==> src/rtl/mips_multicycle_ctrl_if.sv <==
// mips_multicycle_ctrl_if
// Bundle between the multi-cycle controller and the datapath / memory port.
//   opcode    : IR[31:26] (OP_W bits), driven by the datapath
//   zero      : ALU zero flag, driven by the datapath
//   mem_ready : memory access complete this cycle, driven by the memory port
//   ctrl      : {RegDst, RegWrite, ALUSrc, MemRead, MemWrite, MemToReg, Jump, Branch}
//   ir_write  : load the instruction register
//   pc_write  : load the PC
//   alu_op    : 00 add, 01 sub/compare, 10 funct-decoded, 11 immediate-op
// The master modport is the controller side, the slave modport the datapath side.
interface mips_multicycle_ctrl_if #(
  parameter int OP_W = 6
) ();
  logic [OP_W-1:0] opcode;
  logic            zero;
  logic            mem_ready;
  logic [7:0]      ctrl;
  logic            ir_write;
  logic            pc_write;
  logic [1:0]      alu_op;

  modport master (
    input  opcode, zero, mem_ready,
    output ctrl, ir_write, pc_write, alu_op
  );

  modport slave (
    output opcode, zero, mem_ready,
    input  ctrl, ir_write, pc_write, alu_op
  );
endinterface

==> src/rtl/mips_multicycle_ctrl.sv <==
// mips_multicycle_ctrl
// Multi-cycle MIPS control FSM: FETCH -> DECODE -> execute/memory/writeback.
// Ports:
//   clk      : clock, rising edge
//   rst_n    : asynchronous active-low reset
//   bus      : controller side of mips_multicycle_ctrl_if (opcode, zero,
//              mem_ready in; ctrl, ir_write, pc_write, alu_op out)
//   state    : current state encoding (debug)
//   illegal  : sticky illegal-opcode flag, cleared only by reset
//   retired  : retired-instruction count, wraps modulo 2^CNT_W
// The interface instance must be built with the same OP_W as this module.
module mips_multicycle_ctrl #(
  parameter int OP_W    = 6,
  parameter int CNT_W   = 32,
  parameter int HAS_IMM = 1
) (
  input  logic                 clk,
  input  logic                 rst_n,
  mips_multicycle_ctrl_if.master bus,
  output logic [3:0]           state,
  output logic                 illegal,
  output logic [CNT_W-1:0]     retired
);

  typedef enum logic [3:0] {
    S_FETCH   = 4'd0,
    S_DECODE  = 4'd1,
    S_MEMADR  = 4'd2,
    S_MEMRD   = 4'd3,
    S_MEMWB   = 4'd4,
    S_MEMWR   = 4'd5,
    S_RTEXEC  = 4'd6,
    S_RTWB    = 4'd7,
    S_BRANCH  = 4'd8,
    S_JUMP    = 4'd9,
    S_IMMEXEC = 4'd10,
    S_IMMWB   = 4'd11,
    S_TRAP    = 4'd12
  } state_t;

  // ctrl bit positions
  localparam int B_REGDST   = 7;
  localparam int B_REGWRITE = 6;
  localparam int B_ALUSRC   = 5;
  localparam int B_MEMREAD  = 4;
  localparam int B_MEMWRITE = 3;
  localparam int B_MEMTOREG = 2;
  localparam int B_JUMP     = 1;
  localparam int B_BRANCH   = 0;

  localparam logic [CNT_W-1:0] CNT_ONE = {{(CNT_W-1){1'b0}}, 1'b1};

  state_t          cur;
  state_t          nxt;
  logic [7:0]      ctrl_dec;
  logic            ir_write_dec;
  logic            pc_write_dec;
  logic [1:0]      alu_op_dec;
  logic            retire;
  logic [5:0]      op6;
  logic            upper_nz;

  assign op6 = bus.opcode[5:0];

  // Opcode bits above the 6-bit MIPS field make the instruction illegal.
  if (OP_W > 6) begin : g_upper
    assign upper_nz = |bus.opcode[OP_W-1:6];
  end else begin : g_no_upper
    assign upper_nz = 1'b0;
  end

  // Maps an opcode to the first state after DECODE.
  function automatic state_t decode_op(input logic [5:0] op, input logic up_nz);
    state_t s;
    s = S_TRAP;
    if (up_nz) begin
      s = S_TRAP;
    end else begin
      casez (op)
        6'b000000: s = S_RTEXEC;
        6'b00001?: s = S_JUMP;                       // j, jal
        6'b00010?: s = S_BRANCH;                     // beq, bne
        6'b001???: s = (HAS_IMM != 0) ? S_IMMEXEC : S_TRAP;
        6'b10000?,                                   // lb, lh
        6'b100011,                                   // lw
        6'b10010?,                                   // lbu, lhu
        6'b10100?,                                   // sb, sh
        6'b101011: s = S_MEMADR;                     // sw
        default:   s = S_TRAP;
      endcase
    end
    return s;
  endfunction

  // State register; reset returns to FETCH and abandons any pending access.
  always_ff @(posedge clk or negedge rst_n) begin
    if (!rst_n) begin
      cur <= S_FETCH;
    end else begin
      cur <= nxt;
    end
  end

  // Next-state and output decode.
  always_comb begin
    nxt          = S_FETCH;
    ctrl_dec     = 8'd0;
    ir_write_dec = 1'b0;
    pc_write_dec = 1'b0;
    alu_op_dec   = 2'b00;
    retire       = 1'b0;
    case (cur)
      S_FETCH: begin
        ctrl_dec[B_MEMREAD] = 1'b1;
        if (bus.mem_ready) begin
          ir_write_dec = 1'b1;
          pc_write_dec = 1'b1;
          nxt          = S_DECODE;
        end else begin
          nxt = S_FETCH;
        end
      end
      S_DECODE: begin
        nxt = decode_op(op6, upper_nz);
      end
      S_MEMADR: begin
        ctrl_dec[B_ALUSRC] = 1'b1;
        // Stores are the 101xxx group, distinguished by opcode bit 3.
        nxt = op6[3] ? S_MEMWR : S_MEMRD;
      end
      S_MEMRD: begin
        ctrl_dec[B_MEMREAD] = 1'b1;
        nxt = bus.mem_ready ? S_MEMWB : S_MEMRD;
      end
      S_MEMWB: begin
        ctrl_dec[B_REGWRITE] = 1'b1;
        ctrl_dec[B_MEMTOREG] = 1'b1;
        retire               = 1'b1;
        nxt                  = S_FETCH;
      end
      S_MEMWR: begin
        ctrl_dec[B_MEMWRITE] = 1'b1;
        if (bus.mem_ready) begin
          retire = 1'b1;
          nxt    = S_FETCH;
        end else begin
          nxt = S_MEMWR;
        end
      end
      S_RTEXEC: begin
        alu_op_dec = 2'b10;
        nxt        = S_RTWB;
      end
      S_RTWB: begin
        ctrl_dec[B_REGDST]   = 1'b1;
        ctrl_dec[B_REGWRITE] = 1'b1;
        retire               = 1'b1;
        nxt                  = S_FETCH;
      end
      S_IMMEXEC: begin
        ctrl_dec[B_ALUSRC] = 1'b1;
        alu_op_dec         = 2'b11;
        nxt                = S_IMMWB;
      end
      S_IMMWB: begin
        ctrl_dec[B_REGWRITE] = 1'b1;
        retire               = 1'b1;
        nxt                  = S_FETCH;
      end
      S_BRANCH: begin
        ctrl_dec[B_BRANCH] = 1'b1;
        alu_op_dec         = 2'b01;
        // bne (opcode bit 0 set) takes the branch on !zero, beq on zero.
        pc_write_dec = op6[0] ? ~bus.zero : bus.zero;
        retire       = 1'b1;
        nxt          = S_FETCH;
      end
      S_JUMP: begin
        ctrl_dec[B_JUMP]     = 1'b1;
        ctrl_dec[B_REGWRITE] = op6[0];               // jal links
        pc_write_dec         = 1'b1;
        retire               = 1'b1;
        nxt                  = S_FETCH;
      end
      S_TRAP: begin
        nxt = S_TRAP;
      end
      default: begin
        nxt = S_FETCH;
      end
    endcase
  end

  // Sticky illegal flag, raised on the same edge that enters TRAP.
  always_ff @(posedge clk or negedge rst_n) begin
    if (!rst_n) begin
      illegal <= 1'b0;
    end else if (nxt == S_TRAP) begin
      illegal <= 1'b1;
    end else begin
      illegal <= illegal;
    end
  end

  // Retired-instruction counter, wraps naturally.
  always_ff @(posedge clk or negedge rst_n) begin
    if (!rst_n) begin
      retired <= {CNT_W{1'b0}};
    end else if (retire) begin
      retired <= retired + CNT_ONE;
    end else begin
      retired <= retired;
    end
  end

  // Strobes are forced low while reset is held, since FETCH would otherwise
  // present MemRead during reset.
  assign bus.ctrl     = rst_n ? ctrl_dec     : 8'd0;
  assign bus.ir_write = rst_n ? ir_write_dec : 1'b0;
  assign bus.pc_write = rst_n ? pc_write_dec : 1'b0;
  assign bus.alu_op   = rst_n ? alu_op_dec   : 2'b00;
  assign state        = cur;

endmodule

==> src/flat_wrapper.sv <==
// flat-port wrapper written by rule: the top's interface ports become plain ports
module mips_multicycle_ctrl_flat 
#(
  parameter int OP_W    = 6,
  parameter int CNT_W   = 32,
  parameter int HAS_IMM = 1
)
  (clk, rst_n, state, illegal, retired, bus_opcode, bus_zero, bus_mem_ready, bus_ctrl, bus_ir_write, bus_pc_write, bus_alu_op);
  mips_multicycle_ctrl_if #(.OP_W(OP_W)) bus_i ();
  input  logic clk;
  input  logic rst_n;
  output logic [3:0] state;
  output logic illegal;
  output logic [CNT_W-1:0] retired;
  input wire logic [$bits(bus_i.opcode)-1:0] bus_opcode;
  input wire logic [$bits(bus_i.zero)-1:0] bus_zero;
  input wire logic [$bits(bus_i.mem_ready)-1:0] bus_mem_ready;
  output wire logic [$bits(bus_i.ctrl)-1:0] bus_ctrl;
  output wire logic [$bits(bus_i.ir_write)-1:0] bus_ir_write;
  output wire logic [$bits(bus_i.pc_write)-1:0] bus_pc_write;
  output wire logic [$bits(bus_i.alu_op)-1:0] bus_alu_op;
  assign bus_i.opcode = bus_opcode;
  assign bus_i.zero = bus_zero;
  assign bus_i.mem_ready = bus_mem_ready;
  assign bus_ctrl = bus_i.ctrl;
  assign bus_ir_write = bus_i.ir_write;
  assign bus_pc_write = bus_i.pc_write;
  assign bus_alu_op = bus_i.alu_op;
  mips_multicycle_ctrl #(.OP_W(OP_W), .CNT_W(CNT_W), .HAS_IMM(HAS_IMM)) u_core (.clk(clk), .rst_n(rst_n), .bus(bus_i), .state(state), .illegal(illegal), .retired(retired));
endmodule
==> config.mk <==
export PLATFORM = sky130hd
export DESIGN_NAME = mips_multicycle_ctrl_flat
export DESIGN_NICKNAME = d
export VERILOG_FILES = /design/src/rtl/mips_multicycle_ctrl_if.sv /design/src/rtl/mips_multicycle_ctrl.sv /design/src/flat_wrapper.sv
export SDC_FILE = /design/constraint.sdc
export NUM_CORES = 1
export LEC_CHECK = 0
export ABC_AREA = 0
export CAP_MARGIN = 30
export CORE_MARGIN = 3
export CORE_UTILIZATION = 52
export DETAILED_ROUTE_END_ITERATION = 8
export PLACE_DENSITY = 0.95
export SYNTH_ARGS = -nofsm -noshare
export SYNTH_HDL_FRONTEND = slang
export SYNTH_SLANG_ARGS = --single-unit
==> constraint.sdc <==
create_clock -name clk -period 3.1 [get_ports clk]
set_clock_uncertainty 0.05 [all_clocks]
set_input_delay 0.62 -clock clk [delete_from_list [all_inputs] [get_ports clk]]
set_output_delay 0.62 -clock clk [all_outputs]
set_load 0.05 [all_outputs]
==> results list, run 1 <==
- Leakage: 0.001241 µW
* Worst setup path endpoint: bus_pc_write
* Max-cap violation count: 0
- Routed via count: between 1,500 and 2,000
- Period utilisation layout: between 80% and 90%
- After global routing, the most crowded layer is met2.
* Terminus of the critical flop-to-flop path: u_core.retired[26]$_DFFE_PN0P_
* Number of antenna violations at the first check in global routing: 0
- In this run the worst hold path is classified as in2async.
- The number of pins exceeding their max-slew limit in the final report is 0.
* Met1 routing resource usage after global routing: roughly a third
- Worst setup path category: in2out
* Overall power: 1986 µW
- At the end of routability-driven placement, the weighted congestion stood at roughly 0.96.
- Final nets: between 200 and 300
- STA classifies the critical path endpoint as an output port.
* Number of buffer and inverter instances along the worst setup path: 2
- Clock latency on the worst-skew pair: 290 ps
- Area occupied by multi-input gates: between 1000 and 1500 µm²
- Global routing used 35.57% of the available met2 tracks.
- Cell type group with the largest total delay on the critical path: buffers and inverters
- Remaining Overflow, GRT: 0
- Yosys warns: 0
- Wire length of the first global-routing pass: 9018 µm
- Routed via count divided by cell count: ~5.8
- Worst r2r path cells: 5
- Number of optimization iterations in the first detailed-route pass: 4
- Area growth from synthesis to layout: 38.08%
* Final setup violation count: 0
- For this configuration, the core starts out at a cell density of a little under three fifths.
- Yosys reg bits: 37
- In this run the critical register-to-register path is launched from u_core.state[0]$_DFF_PN0_.
- Vias in the first global route: 1,883
- Pin slew with the least headroom to its limit: around 570 ps
* Final-layout worst hold slack: 177.8 ps
- Global router's overall resource usage: between 20% and 30%
- Count of unique library cells instantiated by Yosys: 44
- Stages on the worst setup path: 4
- Async S/R FF share, synth: between 90% and 100%
- Critical-path cell list: clkdlybuf4s50_1 -> xnor2_1 -> a2111oi_2 -> buf_12
- Among all flip-flop cells after synthesis, the most frequent one is sky130_fd_sc_hd__dfrtp_1.
- For this block, the initial DRC count from the detailed router was ~210.
- For this design, the slowest cell found on the critical path is sky130_fd_sc_hd__clkdlybuf4s50_1.
- The die covers between 4000 and 5000 µm².
* Pin count of the biggest net entering global routing: 28
* Highest net fanout along the worst path: 7
* Number of buffers added on ports: 58
* Clock tree root buffer cell: sky130_fd_sc_hd__clkbuf_8
* Share of post-route cells with drive strength above 1: approximately 12%
* CP peak stage delay: around 620 ps
- Highest Clock Rate: around 370 MHz
- TritonCTS created 5 clock buffers.
- Once detail routing completed, the nets flagged for antenna violations numbered 0.
* Number of hold violations in the final report: 0
- After clock tree synthesis, the clock-pin slew on the worst setup and hold paths is approximately 80 ps.
* Maximum clock path buffer count: 2
* Rel. slew slack: ~62%
* Setup TNS after final layout: 0 ps
- Once detailed placement completed, the half-perimeter wirelength came to a little under 4000 µm.
- The synthesized netlist occupies a cell area of around 2100 µm².
- Net Count, Synth: between 200 and 250
- Sink count of the clock tree: 37
- Number of antenna diodes: 0
- The clock tree synthesis step divided the H-tree into 2 levels.
- Critical path required time: around 2400 ps
- The routed design could run at a clock period as short as 2710 ps.
- The layout has between 200 and 300 filler cells.
- IO Pins: 59
* Die outline width: between 60 and 70 µm
- Status: completed
- STA puts the critical path data arrival time at slightly above 2000 ps.
* GRT met3 Usage: between 4 and 5%
* Area of all sequential standard cells: between 900 and 1000 µm²
* Die height: about 70 µm
- Register-to-register setup slack: 880 ps
- Post-CTS timing repair inserted 0 buffers for setup.
* Setup repair after global routing missed its margin: false
- Worst setup SP type: input pin
- Count of standard-cell rows: 22
- Number of enable-type register cells in the synthesized netlist: 0
- Core Footprint: between 3000 and 4000 µm²
* Routed length per placed instance: around 16 µm
* Hold-fix buffers, CTS: 0
* Drc violations: 0
- Crit path from: bus_opcode[0]
- The worst-case IR drop observed on VDD is 0.0006289 V.
- Once the clock tree was built, the resizer swapped 0 gates to a different size.
- After synthesis, flip-flops and latches occupy 43.56% of the total area.
- Avg Cell Area, Syn: about 9.4 µm²
- TritonCTS built the clock tree.
- Synthesis produced 226 cells.
* Overall routed net length: approximately 5300 µm
* P per Cell Area: 676.6 nW/µm²
==> metrics by stage <==
step / util, % / cells / setup WS [ps] / cell area (µm²)
after floorplan: - / 226 / 281.3 / 2132
after global routing: 77.27 / 332 / 308.4 / 2935
after global placement: 75.10 / 324 / 388.5 / 2853
final: 77.27 / 332 / 389.7 / 2935
after CTS: 77.27 / 332 / 385.8 / 2935
after detailed placement: 75.10 / 324 / 391.0 / 2853
==> report_power, final <==
part / internal, µW / switching, µW / total (µW) / leakage, µW
clock: 156 / 171 / 327 / 0.0000450
combinational: 363 / 606 / 969 / 0.000733
sequential: 546 / 145 / 690 / 0.000463
==> cell families (layout without fill, tap and decap cells) <==
family                   count (synthesis)  after routing  share of synthesized area [%]
AND/OR/NAND/NOR                        108            108                          29.67
flip-flops                              37             37                          43.56
XOR/XNOR                                33             33                          13.60
AO/OA/AOI/OAI                           25             25                          8.123
buffers and inverters                   22             80                          4.473
adder cells (fa/ha/maj)                  1              1                         0.5885
==> how the worst min path moves through the flow <==
stage                                from                         end  slack (ps)  cells past startpoint
2_1_floorplan                       rst_n  u_core.illegal$_DFFE_PN0N_         270                      0
3_3_place_gp   u_core.illegal$_DFFE_PN0N_  u_core.illegal$_DFFE_PN0N_         390                      1
3_5_place_dp   u_core.illegal$_DFFE_PN0N_  u_core.illegal$_DFFE_PN0N_         400                      1
4_1_cts                             rst_n   u_core.state[0]$_DFF_PN0_         180                      1
5_1_grt                             rst_n   u_core.state[0]$_DFF_PN0_         200                      1
6_report                            rst_n   u_core.state[1]$_DFF_PN0_         180                      1
==> worst reg2reg max path: stages (launching register included) <==
cell,delay (ps)
sky130_fd_sc_hd__dfrtp_1,710
sky130_fd_sc_hd__nor2b_1,200
sky130_fd_sc_hd__nor2_1,290
sky130_fd_sc_hd__nand4_1,360
sky130_fd_sc_hd__nor3_2,290
sky130_fd_sc_hd__xor2_1,230
==> registers in the layout, indices dropped and copies added (netlist names) <==
| signal | flops |
|---|---|
| u_core.state | 4 |
| u_core.illegal | 1 |
| u_core.retired | 32 |
==> synth_stat cells, types with 2 or more instances <==
library cell | instances | area [µm²]
sky130_fd_sc_hd__nand4_1 | 7 | 43.79
sky130_fd_sc_hd__clkbuf_1 | 7 | 26.28
sky130_fd_sc_hd__nor3_2 | 6 | 60.06
sky130_fd_sc_hd__dfrtp_1 | 37 | 925.9
sky130_fd_sc_hd__nor4_4 | 2 | 42.54
sky130_fd_sc_hd__nand3b_1 | 3 | 22.52
sky130_fd_sc_hd__xnor2_1 | 16 | 140.1
sky130_fd_sc_hd__o211ai_1 | 2 | 15.01
sky130_fd_sc_hd__nor3_1 | 12 | 60.06
sky130_fd_sc_hd__o21ai_0 | 6 | 30.03
sky130_fd_sc_hd__o311ai_0 | 2 | 17.52
sky130_fd_sc_hd__nand2b_1 | 3 | 18.77
sky130_fd_sc_hd__xor2_1 | 17 | 148.9
sky130_fd_sc_hd__nor2_1 | 19 | 71.32
sky130_fd_sc_hd__nand2_1 | 22 | 82.58
sky130_fd_sc_hd__nor2b_1 | 7 | 43.79
sky130_fd_sc_hd__and3_1 | 2 | 12.51
sky130_fd_sc_hd__inv_1 | 12 | 45.04
sky130_fd_sc_hd__nor4_1 | 5 | 31.28
sky130_fd_sc_hd__a21oi_1 | 4 | 20.02
sky130_fd_sc_hd__nand3_1 | 12 | 60.06
==> final cells by class <==
cell class | count | area share [%]
inverters | 12 | 1.535
multi-input cells | 167 | 37.85
flip-flops and latches | 37 | 31.54
repair buffers | 60 | 24.21
clock inverters | 2 | 0.3410
well taps | 48 | 2.046
clock buffers | 6 | 2.472
==> cells in the final DEF (no fill, tap or decap), drive strengths merged, types with 2 or more instances in the layout <==
master         netlist  layout
clkbuf               7       6
clkinv               0       2
o21ai                7       7
nor4                 7       7
xor2                17      17
inv                 12      12
clkdlybuf4s50        0      45
nand3b               3       3
xnor2               16      16
a21oi                4       4
buf                  3      15
nor2b                7       7
nor2                19      19
nand3               12      12
nand2b               3       3
nor3                18      18
dfrtp               37      37
o211ai               2       2
nand2               22      22
nand4                8       8
o311ai               2       2
and3                 2       2
==> metal layers <==
layer  up-vias  routed length [µm]
met5         -                   0
met4         0                 107
met3        14                 315
met2        69                2708
met1       934                2185
li1        902                   -
Note: power is estimated with default switching activity, not from simulation.
==> inputs of run 2 (changes only) <==
- CORE_UTILIZATION: 52 -> 48
- PLACE_DENSITY: 0.95 -> 0.8
- clock period: 3.1 -> 3 ns (I/O delays scaled with it)
==> results list, run 2 (synthesis results as in run 1) <==
- The run finished with clean final reports.
* Number of optimization iterations in the first detailed-route pass: 5
* Share of post-route cells with drive strength above 1: between 10% and 20%
- CTS built an H-tree with a depth of 2.
- Die outline width: between 70 and 80 µm
- The first routing iteration left between 80 and 90 violations.
- TritonCTS built the clock tree.
- For the pin with the worst max-slew slack, the measured transition is approximately 550 ps.
- In the final routed layout, each cell accounts on average for around 14 µm.
- Setup TNS after final layout: 0 ps
- The core region is ~4100 µm².
* Total CTS buffers: 5
- Highest net fanout along the worst path: 7
- Critical path required time: 2350 ps
- The clock period could shrink to about 2700 ps.
* Worst r2r path cells: 6
* Remaining Overflow, GRT: 0
- The area growth from synthesis to layout is 39.91%.
* Maximum ir drop on the vdd rail: between 0.0006 and 0.0007 V
- Global routing consumed, over all layers together, 19.61% of the routing resources.
- Worst setup SP type: input pin
- Setup repair after global routing left no endpoint under its margin.
* Effective utilization at floorplan: approximately half
* Drc violations: 0
- In this run the critical register-to-register path is captured at u_core.retired[31]$_DFFE_PN0P_.
* Register-to-register setup slack: around 800 ps
- Last weighted congestion value of the routability-driven placer: a little over 0.8
- The die is around 73 µm tall.
- Registers are responsible for ~34% of the overall power.
* Gates resized, CTS repair: 0
- The startpoint identified for the worst register-to-register timing path is u_core.state[0]$_DFF_PN0_.
* Final setup violation count: 0
* Highest Clock Rate: 376.2 MHz
- The library cell used most frequently in the layout, excluding fill and tap cells, is sky130_fd_sc_hd__clkdlybuf4s50_1.
* Switching Fraction: between 40 and 50%
- Once placement finished, the instance area stood at between 2000 and 3000 µm².
* Max-cap violation count: 0
- Once detailed placement completed, the half-perimeter wirelength came to 3625 µm.
- Per report_power, the combinational group accounts for 48.9% of the total.
- The die covers roughly 5300 µm².
- For this run, the post-layout net count is between 200 and 300.
- Pin count of the biggest net entering global routing: 28
- The clock network is responsible for roughly 17% of the overall power.
* Cell area after layout: a little under 3000 µm²
- Number of antenna violations at the first check in global routing: 0
* Worst setup path category: in2out
* Number of buffers added on ports: 58
- Clock tree root buffer cell: sky130_fd_sc_hd__clkbuf_8
- IO Pins: 59
* Detail Route Antenna Nets: 0
- The final number of hold-violating endpoints came to 0.
- The first global-routing pass estimated just over 8000 µm of wire.
- Counting flops per register, the top entry is u_core.retired.
* P per Cell Area: around 700 nW/µm²
* Clock transition time at the flip-flop clock pins of the worst setup and hold paths: around 70 ps
- Dividing the detail-routed via count by the number of cells gives 5.377.
- The number of global-route vias before repair came to about 1,800.
* Arr. time, crit path: around 2000 ps
- Pins Over Slew Limit: 0
- The layout has ~320 filler cells.
- In this run the post-CTS setup repair buffer count came out at 0.
- Number of antenna diodes: 0
- Psw: 937.0 µW
- Count of standard-cell rows: 23
* Endpoint class of the critical path: output port
- Routed via count: 1,812
- Period utilisation layout: roughly nine tenths
* Flip-flop count of the largest register after layout: 32
- The tree built by TritonCTS fans out to 37 sinks.
* Most frequent cells in the layout: sky130_fd_sc_hd__clkdlybuf4s50_1 (45), sky130_fd_sc_hd__dfrtp_1 (37), sky130_fd_sc_hd__nand2_1 (22), sky130_fd_sc_hd__nor2_1 (19), sky130_fd_sc_hd__xor2_1 (17)
* Internal power component: 1131 µW
- Rel. slew slack: approximately 63%
- In this run the worst hold path is classified as in2async.
- The longest clock path from root to sink contains 2 buffers.
- The later pin in the worst-skew pair is clocked with a latency of roughly 280 ps.
* Hold-fix buffers, CTS: 0
* Overall routed net length: ~4700 µm
- Leakage: about 0.0013 µW
run 2: changes by cell type in the layout (fill, tap and decap cells not counted):
cell and delta:
sky130_fd_sc_hd__buf_4 +3, sky130_fd_sc_hd__clkbuf_1 -1, sky130_fd_sc_hd__clkbuf_8 +1, sky130_fd_sc_hd__clkinv_2 -1, sky130_fd_sc_hd__clkinv_4 +1
run 2: how the worst max path moves through the flow:
| stage | from | end | slack, ps | cells past startpoint |
|---|---|---|---|---|
| after floorplan | u_core.state[3]$_DFF_PN0_ | bus_ctrl[0] | 200 | 3 |
| after global placement | bus_opcode[0] | bus_pc_write | 330 | 4 |
| after detailed placement | bus_mem_ready | u_core.retired[31]$_DFFE_PN0P_ | 300 | 7 |
| after CTS | bus_opcode[0] | bus_pc_write | 320 | 4 |
| after global routing | bus_opcode[0] | bus_pc_write | 240 | 4 |
| final | bus_opcode[0] | bus_pc_write | 340 | 4 |
run 2: area by class of cell:
class	instances	area, µm²	share of cell area [%]
well taps	50	62.56	2.103
multi-input cells	167	1111	37.36
repair buffers	63	733.2	24.65
flip-flops and latches	37	925.9	31.13
clock buffers	6	82.58	2.777
inverters	12	45.04	1.515
clock inverters	2	13.76	0.4628
run 2: power groups by stage:
stage | registers, µW | clock network [µW] | logic [µW]
2_1_floorplan | 860 | 0 | 488
3_5_place_dp | 705 | 0 | 1010
5_1_grt | 725 | 392 | 1080
3_3_place_gp | 704 | 0 | 1010
6_report | 699 | 357 | 1010
4_1_cts | 699 | 366 | 1020
run 2: layer usage:
| metal | track usage [%] | vias up | wire length, µm |
|---|---|---|---|
| li1 | - | 907 | - |
| met1 | 27.49 | 840 | 2228 |
| met2 | 30.86 | 61 | 2243 |
| met3 | 4.294 | 4 | 235 |
| met4 | 4.918 | 0 | 29 |
| met5 | 0 | - | 0 |
run 2: per-stage QoR:
step	instances	total power (µW)	hold WS [ps]	util [%]	setup WS (ps)
floorplan	226	1348	254.4	-	201.3
global placement	329	1710	391.4	69.44	332.2
detailed placement	329	1718	398.2	69.44	300.3
CTS	337	2084	263.6	71.77	322.9
global route	337	2201	269.4	71.77	239.9
finish	337	2068	276.5	71.77	341.6
run 2: critical path, stage by stage:
cell	delay (ps)
sky130_fd_sc_hd__clkdlybuf4s50_1	610
sky130_fd_sc_hd__xnor2_1	120
sky130_fd_sc_hd__a2111oi_2	480
sky130_fd_sc_hd__buf_12	190
